<file path="src/rtl/multicycle_controller.sv">
`default_nettype none
// ============================================================================
// Module   : multicycle_controller
// Purpose  : Multi-cycle sequencer for the MIPS-subset datapath (register
//            heap, SimpleALU, RAM, PC/next-PC mux). Runs a FETCH / DECODE /
//            EXEC / MEM / WB state machine so the ALU and RAM are shared
//            across instruction phases, drives every datapath strobe and
//            mux select, traps illegal instructions and counts retired
//            instructions.
// Ports    :
//   clk         in   system clock, rising edge
//   rst         in   synchronous reset, active low
//   opcode      in   inst[31:26] from the instruction register
//   funct       in   inst[5:0] from the instruction register
//   ZF          in   ALU zero flag (used only by beq/bne in EXEC)
//   PCWrite     out  load PC from the PC_s-selected value
//   IRWrite     out  load instruction register from instruction memory
//   RegWrite    out  register heap write enable
//   MemWrite    out  data RAM write enable
//   ALU_OP      out  000 and,001 or,010 xor,011 nor,100 add,101 sub,
//                    110 slt,111 sllv
//   w_r_s       out  write-register select: 00 rd, 01 rt, 10 $31
//   w_r_data_s  out  write-data select: 00 ALU F, 01 Mem, 10 PC+4
//   imm_s       out  1 sign-extend immediate, 0 zero-extend
//   rt_imm_s    out  ALU B input: 1 immediate, 0 rt
//   PC_s        out  00 PC+4, 01 rs, 10 branch target, 11 jump target
//   state       out  current state code (debug)
//   halted      out  illegal instruction trapped
//   retire      out  one-cycle pulse in the final state of an instruction
//   inst_count  out  retired-instruction counter (wraps)
// Revision : 1.0 - initial release
// ============================================================================
module multicycle_controller #(
    parameter int CNT_W = 32
) (
    input  logic             clk,
    input  logic             rst,
    input  logic [5:0]       opcode,
    input  logic [5:0]       funct,
    input  logic             ZF,
    output logic             PCWrite,
    output logic             IRWrite,
    output logic             RegWrite,
    output logic             MemWrite,
    output logic [2:0]       ALU_OP,
    output logic [1:0]       w_r_s,
    output logic [1:0]       w_r_data_s,
    output logic             imm_s,
    output logic             rt_imm_s,
    output logic [1:0]       PC_s,
    output logic [2:0]       state,
    output logic             halted,
    output logic             retire,
    output logic [CNT_W-1:0] inst_count
);

    // ------------------------------------------------------------------
    // State encoding (codes 5 and 6 are unused and recover to FETCH)
    // ------------------------------------------------------------------
    typedef enum logic [2:0] {
        S_FETCH  = 3'd0,
        S_DECODE = 3'd1,
        S_EXEC   = 3'd2,
        S_MEM    = 3'd3,
        S_WB     = 3'd4,
        S_HALT   = 3'd7
    } state_t;

    // Instruction classes produced by the decoder
    typedef enum logic [3:0] {
        C_ILLEGAL = 4'd0,
        C_ALU_R   = 4'd1,
        C_ALU_I   = 4'd2,
        C_LW      = 4'd3,
        C_SW      = 4'd4,
        C_BEQ     = 4'd5,
        C_BNE     = 4'd6,
        C_J       = 4'd7,
        C_JAL     = 4'd8,
        C_JR      = 4'd9
    } cls_t;

    // Opcodes
    localparam logic [5:0] c_OP_RTYPE = 6'h00;
    localparam logic [5:0] c_OP_J     = 6'h02;
    localparam logic [5:0] c_OP_JAL   = 6'h03;
    localparam logic [5:0] c_OP_BEQ   = 6'h04;
    localparam logic [5:0] c_OP_BNE   = 6'h05;
    localparam logic [5:0] c_OP_ADDI  = 6'h08;
    localparam logic [5:0] c_OP_SLTI  = 6'h0A;
    localparam logic [5:0] c_OP_ANDI  = 6'h0C;
    localparam logic [5:0] c_OP_ORI   = 6'h0D;
    localparam logic [5:0] c_OP_XORI  = 6'h0E;
    localparam logic [5:0] c_OP_LW    = 6'h23;
    localparam logic [5:0] c_OP_SW    = 6'h2B;

    // R-type function codes
    localparam logic [5:0] c_FN_SLLV  = 6'h04;
    localparam logic [5:0] c_FN_JR    = 6'h08;
    localparam logic [5:0] c_FN_ADD   = 6'h20;
    localparam logic [5:0] c_FN_SUB   = 6'h22;
    localparam logic [5:0] c_FN_AND   = 6'h24;
    localparam logic [5:0] c_FN_OR    = 6'h25;
    localparam logic [5:0] c_FN_XOR   = 6'h26;
    localparam logic [5:0] c_FN_NOR   = 6'h27;
    localparam logic [5:0] c_FN_SLT   = 6'h2A;

    // ALU operation codes
    localparam logic [2:0] c_ALU_AND  = 3'b000;
    localparam logic [2:0] c_ALU_OR   = 3'b001;
    localparam logic [2:0] c_ALU_XOR  = 3'b010;
    localparam logic [2:0] c_ALU_NOR  = 3'b011;
    localparam logic [2:0] c_ALU_ADD  = 3'b100;
    localparam logic [2:0] c_ALU_SUB  = 3'b101;
    localparam logic [2:0] c_ALU_SLT  = 3'b110;
    localparam logic [2:0] c_ALU_SLLV = 3'b111;

    // Mux select codes
    localparam logic [1:0] c_PC_PLUS4  = 2'b00;
    localparam logic [1:0] c_PC_RS     = 2'b01;
    localparam logic [1:0] c_PC_BRANCH = 2'b10;
    localparam logic [1:0] c_PC_JUMP   = 2'b11;
    localparam logic [1:0] c_WR_RD     = 2'b00;
    localparam logic [1:0] c_WR_RT     = 2'b01;
    localparam logic [1:0] c_WR_RA     = 2'b10;
    localparam logic [1:0] c_WD_ALU    = 2'b00;
    localparam logic [1:0] c_WD_MEM    = 2'b01;
    localparam logic [1:0] c_WD_PC4    = 2'b10;

    // ------------------------------------------------------------------
    // Registered state
    // ------------------------------------------------------------------
    state_t           r_state_q;
    state_t           w_state_d;
    logic [CNT_W-1:0] r_count_q;
    logic [CNT_W-1:0] w_count_d;

    // ------------------------------------------------------------------
    // Decoder: purely a function of the (stable) instruction register
    // ------------------------------------------------------------------
    cls_t       w_cls;
    logic [2:0] w_dec_alu;
    logic       w_dec_sext;

    always_comb begin
        w_cls      = C_ILLEGAL;
        w_dec_alu  = c_ALU_AND;
        w_dec_sext = 1'b0;
        case (opcode)
            c_OP_RTYPE: begin
                w_cls = C_ALU_R;
                case (funct)
                    c_FN_ADD:  w_dec_alu = c_ALU_ADD;
                    c_FN_SUB:  w_dec_alu = c_ALU_SUB;
                    c_FN_AND:  w_dec_alu = c_ALU_AND;
                    c_FN_OR:   w_dec_alu = c_ALU_OR;
                    c_FN_XOR:  w_dec_alu = c_ALU_XOR;
                    c_FN_NOR:  w_dec_alu = c_ALU_NOR;
                    c_FN_SLT:  w_dec_alu = c_ALU_SLT;
                    c_FN_SLLV: w_dec_alu = c_ALU_SLLV;
                    c_FN_JR:   w_cls     = C_JR;
                    default:   w_cls     = C_ILLEGAL;
                endcase
            end
            c_OP_ADDI: begin
                w_cls      = C_ALU_I;
                w_dec_alu  = c_ALU_ADD;
                w_dec_sext = 1'b1;
            end
            c_OP_SLTI: begin
                w_cls      = C_ALU_I;
                w_dec_alu  = c_ALU_SLT;
                w_dec_sext = 1'b1;
            end
            c_OP_ANDI: begin
                w_cls     = C_ALU_I;
                w_dec_alu = c_ALU_AND;
            end
            c_OP_ORI: begin
                w_cls     = C_ALU_I;
                w_dec_alu = c_ALU_OR;
            end
            c_OP_XORI: begin
                w_cls     = C_ALU_I;
                w_dec_alu = c_ALU_XOR;
            end
            c_OP_LW:  w_cls = C_LW;
            c_OP_SW:  w_cls = C_SW;
            c_OP_BEQ: w_cls = C_BEQ;
            c_OP_BNE: w_cls = C_BNE;
            c_OP_J:   w_cls = C_J;
            c_OP_JAL: w_cls = C_JAL;
            default:  w_cls = C_ILLEGAL;
        endcase
    end

    // ------------------------------------------------------------------
    // Next-state and output logic
    // ------------------------------------------------------------------
    logic       w_pc_write;
    logic       w_ir_write;
    logic       w_reg_write;
    logic       w_mem_write;
    logic       w_retire;
    logic       w_halted;
    logic [2:0] w_alu_op;
    logic [1:0] w_wr_sel;
    logic [1:0] w_wd_sel;
    logic       w_imm_sel;
    logic       w_rt_imm_sel;
    logic [1:0] w_pc_sel;

    always_comb begin
        w_state_d    = r_state_q;
        w_pc_write   = 1'b0;
        w_ir_write   = 1'b0;
        w_reg_write  = 1'b0;
        w_mem_write  = 1'b0;
        w_retire     = 1'b0;
        w_halted     = 1'b0;
        w_alu_op     = c_ALU_AND;
        w_wr_sel     = c_WR_RD;
        w_wd_sel     = c_WD_ALU;
        w_imm_sel    = 1'b0;
        w_rt_imm_sel = 1'b0;
        w_pc_sel     = c_PC_PLUS4;

        case (r_state_q)
            S_FETCH: begin
                w_ir_write = 1'b1;
                w_pc_write = 1'b1;
                w_pc_sel   = c_PC_PLUS4;
                w_state_d  = S_DECODE;
            end

            S_DECODE: begin
                w_state_d = (w_cls == C_ILLEGAL) ? S_HALT : S_EXEC;
            end

            S_EXEC: begin
                case (w_cls)
                    C_ALU_R: begin
                        w_alu_op  = w_dec_alu;
                        w_state_d = S_WB;
                    end
                    C_ALU_I: begin
                        w_alu_op     = w_dec_alu;
                        w_rt_imm_sel = 1'b1;
                        w_imm_sel    = w_dec_sext;
                        w_state_d    = S_WB;
                    end
                    C_LW: begin
                        w_alu_op     = c_ALU_ADD;
                        w_imm_sel    = 1'b1;
                        w_rt_imm_sel = 1'b1;
                        w_state_d    = S_MEM;
                    end
                    C_SW: begin
                        w_alu_op     = c_ALU_ADD;
                        w_imm_sel    = 1'b1;
                        w_rt_imm_sel = 1'b1;
                        w_mem_write  = 1'b1;
                        w_retire     = 1'b1;
                        w_state_d    = S_FETCH;
                    end
                    C_BEQ, C_BNE: begin
                        // The ALU subtracts rs-rt in this same cycle, so ZF
                        // is only meaningful here.
                        w_alu_op   = c_ALU_SUB;
                        w_imm_sel  = 1'b1;
                        w_pc_sel   = c_PC_BRANCH;
                        w_pc_write = (w_cls == C_BEQ) ? ZF : ~ZF;
                        w_retire   = 1'b1;
                        w_state_d  = S_FETCH;
                    end
                    C_J: begin
                        w_pc_sel   = c_PC_JUMP;
                        w_pc_write = 1'b1;
                        w_retire   = 1'b1;
                        w_state_d  = S_FETCH;
                    end
                    C_JAL: begin
                        // PC+4 is still available from the PC register
                        // until this edge, so the link write happens here.
                        w_pc_sel    = c_PC_JUMP;
                        w_pc_write  = 1'b1;
                        w_reg_write = 1'b1;
                        w_wr_sel    = c_WR_RA;
                        w_wd_sel    = c_WD_PC4;
                        w_retire    = 1'b1;
                        w_state_d   = S_FETCH;
                    end
                    C_JR: begin
                        w_pc_sel   = c_PC_RS;
                        w_pc_write = 1'b1;
                        w_retire   = 1'b1;
                        w_state_d  = S_FETCH;
                    end
                    default: begin
                        // Instruction register changed under us: trap.
                        w_state_d = S_HALT;
                    end
                endcase
            end

            S_MEM: begin
                w_state_d = S_WB;
            end

            S_WB: begin
                case (w_cls)
                    C_ALU_R: begin
                        w_reg_write = 1'b1;
                        w_wr_sel    = c_WR_RD;
                        w_wd_sel    = c_WD_ALU;
                    end
                    C_ALU_I: begin
                        w_reg_write = 1'b1;
                        w_wr_sel    = c_WR_RT;
                        w_wd_sel    = c_WD_ALU;
                    end
                    C_LW: begin
                        w_reg_write = 1'b1;
                        w_wr_sel    = c_WR_RT;
                        w_wd_sel    = c_WD_MEM;
                    end
                    default: begin
                        w_reg_write = 1'b0;
                    end
                endcase
                w_retire  = 1'b1;
                w_state_d = S_FETCH;
            end

            S_HALT: begin
                w_halted  = 1'b1;
                w_state_d = S_HALT;
            end

            default: begin
                w_state_d = S_FETCH;
            end
        endcase
    end

    // Retire counter advances on every retiring edge and wraps naturally.
    always_comb begin
        w_count_d = r_count_q;
        if (w_retire) begin
            w_count_d = r_count_q + CNT_W'(1);
        end
    end

    always_ff @(posedge clk) begin
        if (!rst) begin
            r_state_q <= S_FETCH;
            r_count_q <= '0;
        end else begin
            r_state_q <= w_state_d;
            r_count_q <= w_count_d;
        end
    end

    // ------------------------------------------------------------------
    // Outputs: write strobes and retire are suppressed while reset is
    // asserted so nothing in the datapath changes during reset.
    // ------------------------------------------------------------------
    assign PCWrite    = w_pc_write  & rst;
    assign IRWrite    = w_ir_write  & rst;
    assign RegWrite   = w_reg_write & rst;
    assign MemWrite   = w_mem_write & rst;
    assign retire     = w_retire    & rst;
    assign ALU_OP     = w_alu_op;
    assign w_r_s      = w_wr_sel;
    assign w_r_data_s = w_wd_sel;
    assign imm_s      = w_imm_sel;
    assign rt_imm_s   = w_rt_imm_sel;
    assign PC_s       = w_pc_sel;
    assign state      = r_state_q;
    assign halted     = w_halted;
    assign inst_count = r_count_q;

endmodule
`default_nettype wire

</file>
<file path="config.mk">
export PLATFORM = sky130hd
export DESIGN_NAME = multicycle_controller
export DESIGN_NICKNAME = d
export VERILOG_FILES = /design/src/rtl/multicycle_controller.sv
export SDC_FILE = /design/constraint.sdc
export NUM_CORES = 1
export LEC_CHECK = 0
export CAP_MARGIN = 20
export CELL_PAD_IN_SITES_DETAIL_PLACEMENT = 2
export CELL_PAD_IN_SITES_GLOBAL_PLACEMENT = 2
export CORE_MARGIN = 3
export CORE_UTILIZATION = 29
export CTS_CLUSTER_SIZE = 30
export DETAILED_ROUTE_END_ITERATION = 8
export MAX_ROUTING_LAYER = met4
export PLACE_DENSITY = 0.82
export SLEW_MARGIN = 20
export SYNTH_ARGS = -nofsm -noshare
export SYNTH_HDL_FRONTEND = slang
export SYNTH_SLANG_ARGS = --single-unit
export TNS_END_PERCENT = 100
</file>
<file path="constraint.sdc">
create_clock -name clk -period 8.3 [get_ports clk]
set_input_delay 1.66 -clock clk [delete_from_list [all_inputs] [get_ports clk]]
set_output_delay 1.66 -clock clk [all_outputs]
set_load 0.1 [all_outputs]
</file>
[Yosys cells after proc, flatten, opt, wreduce, memory -nomap -nowiden]
Cells that the tools add are included.
Operators by class
  add/subtract/negate cells: 1
  equality and inequality tests: 34
  mux-type cells: 33
  bitwise logic cells: 6
  reductions and logical operators: 16
Operator list (count)
  == test 6 bit, second input constant: 9
  == test 6 x 4 -> 1 bit, second input constant: 6
  adder 32 x 1 -> 32 bit, second input constant: 1
  case mux 4 bit (8 select lines): 1
  case mux 3 bit (5 select lines): 2
  case mux 3 bit (7 select lines): 1
  == test 6 x 3 -> 1 bit, second input constant: 3
  case mux 3 bit (3 select lines): 2
  == test 4 x 3 -> 1 bit, second input constant: 4
  2-to-1 mux 1 bit: 14
  == test 6 x 2 -> 1 bit, second input constant: 2
  OR reduction 2 bit: 6
  case mux 1 bit (2 select lines): 5
  OR reduction 3 bit: 3
  == test 4 x 2 -> 1 bit, second input constant: 2
  == test 4 bit, second input constant: 2
  case mux 2 bit (2 select lines): 2
  case mux 4 bit (2 select lines): 1
  OR reduction 8 bit: 1
  == test 3 x 2 -> 1 bit, second input constant: 2
  == test 3 bit, second input constant: 2
  zero test 6 bit: 1
  2-to-1 mux 3 bit: 2
  case mux 2 bit (3 select lines): 1
  other kinds (10): 15
Storage, ports and cells
  register bits: 35
  bits of input ports: 15
  output and inout port bits: 52
  logic and storage cells: 92

[Logic depth before layout (Yosys ltp)]
  depth after elaboration: 9
  mapped depth: 9
  gate-level depth less buffers: 6

[Worst setup path after synthesis]
OpenSTA, ideal clock, no wires.
  path type: input to output
  start point: in opcode[1]
  end point: out w_r_data_s[0]
  arrival time: 5.808 ns
  data required time: 6.640 ns
  path slack: 0.832 ns
  stages: 7
  buffers on the path: 2
  cells stage by stage: buf_2 -> or4_1 -> buf_2 -> o22ai_1 -> a21oi_1 -> a21o_1 -> nor4_1
Between the ends
  word-level cells in the longest chain between the ends: 6
  elaborated cells on any way between the ends: 17
  classes of those cells: 12 x eq/ne; 3 x mux; 2 x reduce/logical
Ends and longest elaborated chain
  start: declaration: line 38  | input logic [5:0] opcode,
  == test 6 x 4 -> 1 bit: line 149  | case (opcode)
  OR reduction 5 bit (no line)
  case mux 4 bit (8 select lines) *: line 149
  == test 4 x 2 -> 1 bit *: line 311  | case (w_cls)
  2-to-1 mux 1 bit *: line 311
  case mux 2 bit (2 select lines) *: line 228  | case (r_state_q)
  end: declaration: line 47  | output logic [1:0] w_r_data_s,
Mark *: on every way between the ends. The rest lies on a longest branch, timed or not.

[Worst setup path in the final report]
  start point: in opcode[2]
  end point: out PCWrite
Between the ends
  word-level cells in the longest chain between the ends: 8
  elaborated cells on any way between the ends: 25
  classes of those cells: 16 x eq/ne; 4 x mux; 1 x bitwise; 4 x reduce/logical
Ends and longest elaborated chain
  == test 6 x 4 -> 1 bit: line 149
  OR reduction 5 bit (no line)
  case mux 4 bit (8 select lines) *: line 149
  == test 4 bit (tied with other cells): line 241  | case (w_cls)
  OR reduction 3 bit (no line) (tied with other cells)
  case mux 1 bit (2 select lines) *: line 241
  case mux 1 bit (2 select lines) *: line 228
  AND 1 bit *: line 368  | assign PCWrite = w_pc_write & rst;
  end: declaration: line 41  | output logic PCWrite,
Marked as above.

==> flow_summary_export.csv <==
group,metric,value,unit
global_routing,grt_util_all_layers,19.14,%
die,rows,32,
status,status,"complete, no violations",
worst_setup_path,reg2reg_from,"inst_count[8]$_SDFFE_PN0N_",
die,die_height,96.23,um
worst_setup_path,reg2reg_setup_slack,5560,ps
routing,remaining_drc_errors,0,
worst_setup_path,crit_path_end_kind,"output port",
clock_tree,cts_setup_buffers,0,
die,start_util,30.24,%
clock_tree,numCtsBuffers,5,
logic_synthesis,syn_nets,328,
job,max_cap_violations,0,
routing,wl_per_cell,17.38,um
worst_setup_path,r2r_cells,6,
die,die_x,96.23,um
pwr,max-vdd-ir-drop,0.08738,mV
logic_synthesis,synthFlopType,"dfxtp_1",
finish,area_growth_syn_to_layout,35.40,%
sta,rsz0062_at_grt,"false",
sta,maxSlewHeadroom,33.92,%
die,core-area,7807,um^2
finish,fillCellCount,913,
worst_setup_path,path_buf_inv,2,
worst_setup_path,cp_cell_sequence,"clkdlybuf4s50_1 > or4_1 > nor3_1 > o221ai_1 > a21o_1 > o211a_1 > o21ai_0 > clkdlybuf4s50_1",
place,io_buffers,66,
routing,drtIter0Drc,92,
clock_tree,cts_tree,"done",
logic_synthesis,synth.distinct_cells,53,
worst_setup_path,timing.rr.end,"inst_count[31]$_SDFFE_PN0N_",
sta,slew_viol_final,0,
finish,diodes,0,
place,gp_congestion,0.7879,
routing,wl_met1,3904,um
worst_setup_path,path_class,"in -> out",
clock_tree,cts_max_path_buffers,2,
routing,met2_wirelength,3958,um
worst_setup_path,crit_cells,8,
worst_setup_path,path_common_cell,"clkdlybuf4s50_1",
pwr,leakagePower,0.9898,nW
sta,fmax,145.8,MHz
logic_synthesis,synth_area_leaders,"dfxtp_1, a21oi_1, xnor2_1",
routing,postRouteAntennaNets,0,
worst_setup_path,critPathCapture,"PCWrite",
worst_setup_path,cp-start-kind,"input port",
routing,via_per_inst,5.538,
routing,wirelength,8170,um
sta,hold_viol_final,0,
logic_synthesis,synthesis.area,2361,um^2
logic_synthesis,netlist_instances,312,
logic_synthesis,yosys.area.top_type,"dfxtp_1",
finish,drive_gt1_share,6.793,%
die,dieArea,9260,um^2
global_routing,grt_max_degree,28,
logic_synthesis,async_reset_ff_share,0,%
worst_setup_path,worstPathRequired,6640,ps
global_routing,grt_pass1_wl,13770,um
clock_tree,clk_pin_slew,80,ps
worst_setup_path,crit_family,"buffers and inverters",
sta,final-setup-viol-count,0,
global_routing,grt_overflow_total,0,
sta,period_needed,6859,ps
routing,first_pass_iters,4,
finish,fin_cells,470,
routing,vias,2603,
sta,setup-tns-final,0,ps
worst_setup_path,crit_path_top_delay_cell,"clkdlybuf4s50_1",
clock_tree,ctsResizeCount,0,
logic_synthesis,yosys_warnings,0,
global_routing,antenna_found_initial,0,
place,dp_hpwl,6139,um
clock_tree,cts.sinks,35,
clock_tree,htreeDepth,2,
logic_synthesis,syn_area_per_cell,7.567,um^2
worst_setup_path,cp.arrival,5200,ps
sta,post-route-period-util,82.64,%
sta,skew,8.451,ps
clock_tree,clk_latency,290,ps
logic_synthesis,synth_edf_count,0,
pwr,power.density,148.4,nW/um^2
global_routing,first_global_vias,2705,
logic_synthesis,seq_area_frac_synth,29.68,%
logic_synthesis,yosys.area.top_type_share,29.68,%
hold_path,hp-class,"reg -> reg",
logic_synthesis,synth-seq-cells,35,
sta,tightest_slew,988.0,ps
worst_setup_path,critPathMaxFanout,10,
worst_setup_path,crit_start,"opcode[2]",
place,dp.cells,462,
clock_tree,clockRootBuffer,"clkbuf_8",
routing,met3WireLength,259,um
worst_setup_path,cpPeakStageDelay,1160,ps
die,ioPinCount,67,
routing,routed.top_layer,"met4",
clock_tree,cts_hold_buf,0,
finish,final_nets,383,
==> cell usage in the layout, fill, tap and decap left out, types with 3 or more instances in the layout <==
| cell | count |
|---|---|
| nor2_1 | 25 |
| nor4_1 | 7 |
| mux2i_1 | 7 |
| nor2b_1 | 3 |
| or3_1 | 10 |
| nand2b_1 | 12 |
| nor3_1 | 11 |
| a211o_1 | 3 |
| dfxtp_1 | 35 |
| nor4b_1 | 3 |
| nand2_1 | 25 |
| clkdlybuf4s50_1 | 63 |
| a21oi_1 | 27 |
| a211oi_1 | 8 |
| buf_4 | 7 |
| nand3_1 | 20 |
| o21ai_0 | 11 |
| xnor2_1 | 12 |
| clkbuf_8 | 6 |
| nand4_1 | 6 |
| nor3b_1 | 3 |
| o31ai_1 | 5 |
| inv_1 | 8 |
| and3_1 | 6 |
| or4_1 | 6 |
| nand3b_1 | 3 |
==> layout make-up <==
type	instances	area (um^2)	area share [%]
Sequential cell	35	700.7	21.92
Timing Repair Buffer	70	683.2	21.37
Clock inverter	2	35.03	1.096
Inverter	9	33.78	1.057
Clock buffer	6	82.58	2.583
Multi-Input combinational cell	246	1534	47.98
Tap cell	102	127.6	3.992
==> metal layers <==
| layer | GRT usage, % | up-vias |
|---|---|---|
| met5 | - | - |
| met4 | 3.199 | 0 |
| met3 | 2.189 | 5 |
| met2 | 30.94 | 46 |
| met1 | 26.05 | 1294 |
| li1 | - | 1258 |
==> flip-flops by register name (all words and copies together) (netlist names) <==
register	count
inst_count	32
state	3
==> power by group <==
group,total [mW],switching (mW),internal (mW),leakage [nW]
registers,0.183,0.0114,0.172,0.283
clock network,0.161,0.0639,0.0972,0.0612
logic,0.130,0.0922,0.0378,0.646
==> stage by stage <==
stage	instance area, um^2	total power [mW]	worst slack (ps)	hold slack [ps]	util, %
global route	3197	0.4971	1210	516.5	40.95
CTS	3197	0.4815	1437	496.7	40.95
detailed placement	3079	0.3171	1439	486.0	39.44
global placement	3079	0.3152	1497	469.5	39.44
finish	3197	0.4744	1441	494.3	40.95
floorplan	2361	0.2806	831.7	901.8	-
==> cells in the mapped netlist, types with 6 or more instances <==
| master | number |
|---|---|
| and3_1 | 6 |
| nand2b_1 | 12 |
| nand2_1 | 25 |
| nand3_1 | 20 |
| a211oi_1 | 8 |
| or3_1 | 10 |
| inv_1 | 8 |
| o21ai_0 | 11 |
| or4_1 | 6 |
| a21oi_1 | 27 |
| dfxtp_1 | 35 |
| nor4_1 | 7 |
| nor2_1 | 25 |
| mux2i_1 | 7 |
| clkbuf_1 | 16 |
| xnor2_1 | 12 |
| nand4_1 | 6 |
| nor3_1 | 11 |
==> logic make-up (layout without fill, tap and decap cells) <==
kind of cell	after synthesis	count (layout)	share of synthesized area (%)
simple gates	147	147	33.97
compound gates	78	78	22.68
flops	35	35	29.68
buf+inv	31	87	5.352
xor+xnor	13	13	4.823
mux	7	7	2.968
fa+ha+maj	1	1	0.5299
==> worst min-delay path: stages, from the launching register on <==
cell and delay [ps]:
dfxtp_1 330, o31ai_1 70, a21oi_1 60
==> worst min path at each step <==
stage                                            from                          end  slack (ps)  depth (start not counted)
after floorplan           inst_count[21]$_SDFFE_PN0N_  inst_count[21]$_SDFFE_PN0N_         900                          2
after global placement    inst_count[31]$_SDFFE_PN0N_  inst_count[31]$_SDFFE_PN0N_         470                          2
after detailed placement  inst_count[31]$_SDFFE_PN0N_  inst_count[31]$_SDFFE_PN0N_         490                          2
after CTS                 inst_count[31]$_SDFFE_PN0N_  inst_count[31]$_SDFFE_PN0N_         500                          2
after global routing      inst_count[31]$_SDFFE_PN0N_  inst_count[31]$_SDFFE_PN0N_         520                          2
final                     inst_count[31]$_SDFFE_PN0N_  inst_count[31]$_SDFFE_PN0N_         490                          2
Note: power is estimated with default switching activity, not from simulation.
